**config.mk**
```make
export PLATFORM = sky130hd
export DESIGN_NAME = addr_map_scheduler
export DESIGN_NICKNAME = d
export VERILOG_FILES = /design/src/rtl/addr_map_scheduler.sv
export SDC_FILE = /design/constraint.sdc
export NUM_CORES = 1
export LEC_CHECK = 0
export CAP_MARGIN = 20
export CORE_MARGIN = 5
export CORE_UTILIZATION = 47
export CTS_BUF_LIST = sky130_fd_sc_hd__clkbuf_8
export CTS_CLUSTER_DIAMETER = 40
export CTS_CLUSTER_SIZE = 14
export DETAILED_ROUTE_END_ITERATION = 10
export PLACE_DENSITY_LB_ADDON = 0.25
export SLEW_MARGIN = 40
export SYNTH_ARGS = -nofsm -noshare
export SYNTH_HDL_FRONTEND = slang
export SYNTH_SLANG_ARGS = --single-unit
```
**constraint.sdc**
```tcl
create_clock -name clk -period 2.3 [get_ports clk]
set_clock_uncertainty 0.1 [all_clocks]
set_input_delay 0.46 -clock clk [delete_from_list [all_inputs] [get_ports clk]]
set_output_delay 0.46 -clock clk [all_outputs]
set_load 0.02 [all_outputs]
```
**src/rtl/addr_map_scheduler.sv**
```systemverilog
// rtl/addr_map_scheduler.sv - burst scheduler for the shared polynomial memory port and permutation stage
//
// Grants the 64-word memory port to one of three requesters (decode, encode,
// standard), then issues a 64-beat linear address burst with the matching
// mapping code for the downstream address-permutation stage.
//
// Optional feature macro: ADDR_MAP_RR_EN
//   undefined : fixed priority standard > decode > encode
//   defined   : round-robin starting after the last completed winner
//
// Ports:
//   clk       in   clock, rising edge
//   rst_n     in   asynchronous active-low reset
//   req       in   [2:0] level burst request (0 decode, 1 encode, 2 standard)
//   req_we    in   [2:0] per-requester direction, 1 = write
//   mem_rdy   in   memory accepts current beat
//   gnt       out  [2:0] one-hot grant, held for the burst
//   busy      out  burst in progress
//   mapping   out  [MAP_W-1:0] mapping code (0 decode, 1 encode, 2 standard)
//   addr_raw  out  [ADDR_W-1:0] unpermuted beat address
//   addr_vld  out  beat valid
//   addr_we   out  beat is a write
//   last      out  current beat is the final one
//   done      out  [2:0] one-cycle completion pulse to the granted requester

module addr_map_scheduler #(
    parameter int ADDR_W = 6,
    parameter int MAP_W  = 2
) (
    input  logic              clk,
    input  logic              rst_n,
    input  logic [2:0]        req,
    input  logic [2:0]        req_we,
    input  logic              mem_rdy,
    output logic [2:0]        gnt,
    output logic              busy,
    output logic [MAP_W-1:0]  mapping,
    output logic [ADDR_W-1:0] addr_raw,
    output logic              addr_vld,
    output logic              addr_we,
    output logic              last,
    output logic [2:0]        done
);

    localparam logic [MAP_W-1:0]  MAP_STANDARD = MAP_W'(2);
    localparam logic [ADDR_W-1:0] ADDR_LAST    = '1;
    localparam logic [ADDR_W-1:0] ADDR_PRELAST = ADDR_LAST - ADDR_W'(1);

    typedef enum logic [1:0] {
        S_IDLE  = 2'd0,
        S_BURST = 2'd1,
        S_DONE  = 2'd2
    } state_t;

    state_t            state_q, state_d;
    logic [2:0]        gnt_q, gnt_d;
    logic              busy_q, busy_d;
    logic [MAP_W-1:0]  mapping_q, mapping_d;
    logic [ADDR_W-1:0] addr_q, addr_d;
    logic              vld_q, vld_d;
    logic              we_q, we_d;
    logic              last_q, last_d;
    logic [2:0]        done_q, done_d;

    // Arbiter result: requester index doubles as its mapping code.
    logic              pick_vld;
    logic [1:0]        pick_idx;

`ifdef ADDR_MAP_RR_EN
    // Index of the last requester whose burst completed.
    logic [1:0] rr_ptr_q, rr_ptr_d;

    function automatic logic [1:0] wrap3(input logic [2:0] v);
        return (v >= 3'd3) ? 2'(v - 3'd3) : v[1:0];
    endfunction

    always_comb begin
        logic [1:0] cand;
        pick_vld = 1'b0;
        pick_idx = 2'd0;
        cand     = 2'd0;
        // Walk the search order backwards so the nearest candidate overrides.
        for (int k = 3; k >= 1; k--) begin
            cand = wrap3({1'b0, rr_ptr_q} + 3'(k));
            if (req[cand]) begin
                pick_vld = 1'b1;
                pick_idx = cand;
            end
        end
    end
`else
    always_comb begin
        pick_vld = |req;
        pick_idx = 2'd0;
        if (req[2]) begin
            pick_idx = 2'd2;
        end else if (req[0]) begin
            pick_idx = 2'd0;
        end else if (req[1]) begin
            pick_idx = 2'd1;
        end
    end
`endif

    always_comb begin
        state_d   = state_q;
        gnt_d     = gnt_q;
        busy_d    = busy_q;
        mapping_d = mapping_q;
        addr_d    = addr_q;
        vld_d     = vld_q;
        we_d      = we_q;
        last_d    = last_q;
        done_d    = 3'b000;
`ifdef ADDR_MAP_RR_EN
        rr_ptr_d  = rr_ptr_q;
`endif

        case (state_q)
            S_IDLE: begin
                gnt_d     = 3'b000;
                busy_d    = 1'b0;
                mapping_d = MAP_STANDARD;
                addr_d    = '0;
                vld_d     = 1'b0;
                we_d      = 1'b0;
                last_d    = 1'b0;
                if (pick_vld) begin
                    state_d   = S_BURST;
                    gnt_d     = 3'b001 << pick_idx;
                    busy_d    = 1'b1;
                    mapping_d = MAP_W'(pick_idx);
                    vld_d     = 1'b1;
                    we_d      = req_we[pick_idx];
                end
            end

            S_BURST: begin
                if ((req & gnt_q) == 3'b000) begin
                    // Requester withdrew: drop the rest of the burst silently.
                    state_d   = S_IDLE;
                    gnt_d     = 3'b000;
                    busy_d    = 1'b0;
                    mapping_d = MAP_STANDARD;
                    addr_d    = '0;
                    vld_d     = 1'b0;
                    we_d      = 1'b0;
                    last_d    = 1'b0;
                end else if (mem_rdy) begin
                    if (last_q) begin
                        state_d = S_DONE;
                        done_d  = gnt_q;
                        gnt_d   = 3'b000;
                        busy_d  = 1'b0;
                        addr_d  = '0;
                        vld_d   = 1'b0;
                        we_d    = 1'b0;
                        last_d  = 1'b0;
                    end else begin
                        addr_d = addr_q + ADDR_W'(1);
                        last_d = (addr_q == ADDR_PRELAST);
                    end
                end
            end

            S_DONE: begin
                state_d   = S_IDLE;
                mapping_d = MAP_STANDARD;
`ifdef ADDR_MAP_RR_EN
                // Only completed bursts advance fairness; aborts never get here.
                rr_ptr_d  = mapping_q[1:0];
`endif
            end

            default: begin
                state_d   = S_IDLE;
                gnt_d     = 3'b000;
                busy_d    = 1'b0;
                mapping_d = MAP_STANDARD;
                addr_d    = '0;
                vld_d     = 1'b0;
                we_d      = 1'b0;
                last_d    = 1'b0;
            end
        endcase
    end

    always_ff @(posedge clk or negedge rst_n) begin
        if (!rst_n) begin
            state_q   <= S_IDLE;
            gnt_q     <= 3'b000;
            busy_q    <= 1'b0;
            mapping_q <= MAP_STANDARD;
            addr_q    <= '0;
            vld_q     <= 1'b0;
            we_q      <= 1'b0;
            last_q    <= 1'b0;
            done_q    <= 3'b000;
        end else begin
            state_q   <= state_d;
            gnt_q     <= gnt_d;
            busy_q    <= busy_d;
            mapping_q <= mapping_d;
            addr_q    <= addr_d;
            vld_q     <= vld_d;
            we_q      <= we_d;
            last_q    <= last_d;
            done_q    <= done_d;
        end
    end

`ifdef ADDR_MAP_RR_EN
    always_ff @(posedge clk or negedge rst_n) begin
        if (!rst_n) begin
            rr_ptr_q <= 2'd0;
        end else begin
            rr_ptr_q <= rr_ptr_d;
        end
    end
`endif

    assign gnt      = gnt_q;
    assign busy     = busy_q;
    assign mapping  = mapping_q;
    assign addr_raw = addr_q;
    assign addr_vld = vld_q;
    assign addr_we  = we_q;
    assign last     = last_q;
    assign done     = done_q;

endmodule

```
# ---- After elaboration in Yosys (flattened, before gate mapping)
# Cells that the tools add are included.
dict set report totals {
  regBits 19
  latch_bits 0
  ramBits 0
  romBits 0
  input_bits 9
  output_inout_bits 18
  wordCells 63
  memories 0
}
dict set report op_classes {
  add_sub_neg 1
  n_mul 0
  div 0
  magnitude_cmp 1
  n_eq_ne 7
  shifts 1
  mux 37
  bitwise 2
  n_reduce_logical 6
}
# cell count
set op_table {}
lappend op_table {{3-bit 2-to-1 mux} 8}
lappend op_table {{6-bit 2-to-1 mux} 3}
lappend op_table {{2-bit 2-to-1 mux} 7}
lappend op_table {{6-bit case mux with 2 select lines} 1}
lappend op_table {{1-bit 2-to-1 mux} 11}
lappend op_table {{3-bit case mux with 3 select lines} 1}
lappend op_table {{2-bit case mux with 2 select lines} 2}
lappend op_table {{6-bit by 1-bit adder with 6-bit output (second input constant)} 1}
lappend op_table {{6-bit equality test (second input constant)} 1}
lappend op_table {{3-bit != test (second input constant)} 2}
lappend op_table {{1-bit case mux with 3 select lines} 2}
lappend op_table {{3-bit AND reduction} 2}
lappend op_table {{2-bit != test (second input constant)} 2}
lappend op_table {{3-bit AND} 1}
lappend op_table {{3-bit zero test} 1}
lappend op_table {{2-bit by 3-bit < comparator with 1-bit output (second input constant)} 1}
lappend op_table {{3-bit OR reduction} 1}
lappend op_table {{1-bit by 2-bit << shifter with 3-bit output (first input constant)} 1}
lappend op_table {{1-bit binary-select mux with 2-bit select} 1}
lappend op_table {{2-bit by 1-bit equality test with 1-bit output (second input constant)} 1}
lappend op_table {{2-bit equality test (second input constant)} 1}
lappend op_table {{2-bit zero test} 1}
lappend op_table {{1-bit case mux with 2 select lines} 1}
lappend op_table {{2-bit AND reduction} 1}
lappend op_table {{1-bit inverter} 1}

# ---- Logic depth before layout (Yosys ltp)
dict set report logic_depth {
  word_depth 7
  depth_mapped 4
  mapped_depth_nobuf 4
}

# ---- Worst setup path after synthesis
# OpenSTA, ideal clock, no wires.
dict set report synth_timing {
  kind {reg2reg}
  start {register gnt_q[1] (netlist: gnt[1])}
  end {register addr_q[5] (netlist: addr_raw[5])}
  arrival_time_ns 1.893
  required_ns 2.132
  slack_ns 0.240
  stages_incl_launch_ff 5
  n_path_buf 0
  synth_period_minus_slack_ns 2.060
  cell_sequence {dfrtp_1 -> a222oi_1 -> o2111ai_1 -> or4_1 -> nand2_1}
}
dict set report synth_between {
  elab_chain_cells 4
}
# element line
set synth_lines {}
lappend synth_lines {{start, declared} 56} ;# logic [2:0] gnt_q, gnt_d;
lappend synth_lines {{start signal, assigned} 201} ;# gnt_q <= gnt_d;
lappend synth_lines {{3-bit AND *} 139} ;# if ((req & gnt_q) == 3'b000) begin
lappend synth_lines {{3-bit zero test *} 139}
lappend synth_lines {{6-bit 2-to-1 mux or 3-bit != test (tied branches)} --}
lappend synth_lines {{6-bit case mux with 2 select lines or 2-bit AND reduction (tied branches)} --}
lappend synth_lines {{end signal, assigned} 204} ;# addr_q <= addr_d;
lappend synth_lines {{end, declared} 59} ;# logic [ADDR_W-1:0] addr_q, addr_d;
# Mark *: on every way between the ends. The rest lies on a longest branch, timed or not.
# A chain may end at the register's enable or synchronous reset.

# ---- Worst setup path in the final report
dict set report layout_timing {
  start {input req[1]}
  end {register addr_q[5] (netlist: addr_raw[5])}
}
dict set report layout_between {
  elab_chain_cells 4
}
# element line
set layout_lines {}
lappend layout_lines {{start, declared} 32} ;# input logic [2:0] req,
lappend layout_lines {{3-bit AND *} 139}
lappend layout_lines {{3-bit zero test *} 139}
lappend layout_lines {{6-bit 2-to-1 mux or 3-bit != test (tied branches)} --}
lappend layout_lines {{6-bit case mux with 2 select lines or 2-bit AND reduction (tied branches)} --}
# Marks and branches as above.

==> results.yml <==
power_and_ir_drop:
  total_power_uw: 1106
  ir_worst_vdd_mv: 0.5607
  p_leak_uw: 0.0006081
  power.density_nw_per_um2: 840.3
logic_synthesis:
  synth_seq_cells: 19
  syn-num-nets: 88
  yosys_warnings: 0
  synthCells: 77
  syn_area_per_cell_um2: 11.36
  synth-seq-area-share_pct: 54.51
  synth_cell_types: 36
  netlist_area_um2: 874.6
placement:
  io_buffers: 26
  post-place-cells: 139
  gp_congestion: 0.7735
  placed_area_um2: 1249
  dp_hpwl_mm: 1.592
cts:
  clkTransAtPathRegs_ns: 0.07
  cts_resized: 0
  cts_buffers: 3
  clock_sinks: 19
  clock_tree.buffer_depth: 2
  clk-insertion-delay-late_ns: 0.26
  htreeDepth: 1
  cts_root_buf: "clkbuf_8"
  hold_buffers: 0
  cts_setup_buffers: 3
  tritoncts: "yes"
critical_path:
  cp_slowest_cell: "or4_1"
  r2r_slack_ns: 0.39
  critical_path.max_stage_delay_ns: 0.51
  critPathArrivalTime_ns: 2.28
  worstPathCellList: "clkdlybuf4s50_1 > a222oi_1 > buf_4 > buf_4 > o31a_2 > or4_1 > nand2_1"
  worst_setup_path_start_kind: "input port"
  rr_startpoint: "gnt[2]"
  critPathCaptureType: "flop"
  critPathRequiredTime_ns: 2.40
  crit_type: "input port to flop"
  critPathTopFamily: "buffers and inverters"
  r2r-end: "addr_raw[5]"
  worst_path_most_repeated_cell: "buf_4"
  crit_fanout: 4
  crit_buf_inv: 3
  reg2reg_depth: 6
floorplan:
  fp.dieH_um: 53.14
  core-area_um2: 1745
  die_w_um: 53.14
  initial_core_util_pct: 50.11
  num_rows: 15
  die_area_um2: 2823
  ios: 27
sta:
  finalHoldViolCount: 0
  setup_viol: 0
  slew_viol_final: 0
  fmax_mhz: 457.2
  fin_crit_ns: 2.187
  max-slew-margin-rel_pct: 63.50
  period_share_pct: 95.10
  hold_ws_ns: 0.3903
  fin_tns_setup_ns: 0
  max_slew.worst_pin.slew_ns: 0.5458
  rsz0062_at_grt: "false"
route:
  vias_per_cell: 5.548
  final_antenna_net_count: 0
  drc_errors: 0
  drt-total-wl_mm: 2.170
  first_pass_iters: 4
  drt-initial-drc-count: 26
  wl_per_cell_um: 14.86
  vias: 810
worst_hold_path:
  min_to: "mapping[0]"
  min_path_type: "flop to flop"
  holdPathStages: 1
  holdCritStartpoint: "mapping[0]"
cells_and_area:
  syn2layout_area_growth_pct: 50.50
  n_fill_cell: 130
  drive_gt1_share_pct: 20.66
  antenna_cells: 0
  fin_nets: 133
  final_cells: 146
  final_area_um2: 1316
run_status:
  status: "finished, final reports clean"
job:
  max-cap-violations: 0
global_routing:
  grt_usage_pct: 17.93
  grt_remaining_overflow: 0
  grt_start_max_net_pins: 13
  grt_first_pass_wirelength_mm: 3.588
  grt_pass1_vias: 773
  antenna_found_initial: 0
synthesized netlist by cell type, drive strengths merged:
cell type / n / area share [%]
ha: 2 / 2.9
o2111ai: 1 / 1.0
dfstp: 1 / 3.0
buf: 1 / 0.86
or3: 2 / 1.4
nor4: 2 / 1.4
a22o: 3 / 3.1
and3: 3 / 2.1
nand3: 4 / 2.3
nand2: 4 / 1.7
inv: 1 / 0.43
nor3: 1 / 0.57
nor2: 3 / 1.3
o31a: 2 / 2.3
or2b: 2 / 1.9
o21ai: 5 / 3.3
or2: 1 / 0.72
nand2b: 1 / 0.72
a21o: 4 / 3.4
o21bai: 1 / 0.86
o41ai: 2 / 2.0
or3b: 1 / 1.0
xor2: 1 / 1.0
and2: 2 / 1.4
mux2i: 1 / 1.1
dfrtp: 18 / 52
o31ai: 1 / 0.86
a222oi: 1 / 1.1
o21a: 1 / 0.86
or4: 1 / 0.86
a21oi: 2 / 1.1
o211ai: 2 / 1.7
power breakdown:
part	total [uW]	switching (uW)	internal, uW
clock network	229	110	119
registers	441	54.0	387
logic	437	207	230
total	1110	371	735
kinds of logic after synthesis:
kind of cell    count (synthesis)  synth area share, %
xor+xnor                        1                1.002
mux                             1                1.145
compound gates                 25                21.75
fa+ha+maj                       2                2.861
buf+inv                         2                1.287
flops                          19                54.51
simple gates                   27                17.46
cell usage in the layout, fill, tap and decap left out:
master	count
o41ai_1	2
inv_1	2
a222oi_1	1
or2_0	1
o21a_1	1
or3_1	2
o21ai_2	1
o211ai_1	2
and2_0	1
xor2_1	1
dfrtp_1	18
mux2i_1	1
a21oi_1	2
dfstp_2	1
ha_1	2
nand2b_1	1
nor4_1	2
and2_1	1
or4_1	1
a21o_1	4
or3b_2	1
buf_4	15
o31ai_1	1
o21bai_1	1
nor3_1	1
o31a_2	2
a22o_1	2
or2b_2	1
nand3_1	4
clkbuf_8	3
nand2_1	4
and3_1	3
o21ai_0	4
o2111ai_1	1
clkdlybuf4s50_1	26
nor2_1	3
a22o_2	1
or2b_1	1
worst max-delay path by stage:
stage | depth (start not counted) | to | slack [ns] | from
3_3_place_gp | 5 | addr_raw[5] | -0.19 | req[1]
2_1_floorplan | 4 | addr_raw[5] | 0.24 | gnt[1]
6_report | 7 | addr_raw[5] | 0.11 | req[1]
3_5_place_dp | 5 | addr_raw[5] | -0.31 | req[1]
5_1_grt | 7 | addr_raw[5] | 0.09 | req[1]
4_1_cts | 7 | addr_raw[5] | 0.14 | req[1]
registers in the layout, indices dropped and copies added (netlist names):
name,cells
addr_raw,6
addr_vld,1
addr_we,1
done,3
gnt,3
last,1
mapping,2
state_q,2
per-stage QoR:
step | setup slack (ns) | utilization [%]
2_1_floorplan | 0.2396 | -
6_report | 0.1127 | 75.41
3_5_place_dp | -0.3129 | 71.54
5_1_grt | 0.09466 | 75.41
3_3_place_gp | -0.1854 | 71.54
4_1_cts | 0.1437 | 75.41
area by class of cell:
class / instances / area (um2) / area share, %
Sequential cell: 19 / 476.7 / 36.22
Inverter: 1 / 3.754 / 0.2852
Multi-Input combinational cell: 56 / 386.6 / 29.37
Clock inverter: 1 / 3.754 / 0.2852
Timing Repair Buffer: 41 / 372.9 / 28.33
Clock buffer: 3 / 41.29 / 3.137
Tap cell: 25 / 31.28 / 2.376
metal layers:
| layer | up-vias | share of wire (%) | global-route usage (%) |
|---|---|---|---|
| met1 | 379 | 44 | 22.74 |
| met2 | 44 | 46 | 26.45 |
| met4 | 0 | 2.4 | 10.64 |
| li1 | 380 | - | - |
| met3 | 7 | 7.3 | 5.634 |
| met5 | - | 0 | 0 |
Power figures use the tool's default switching activity.
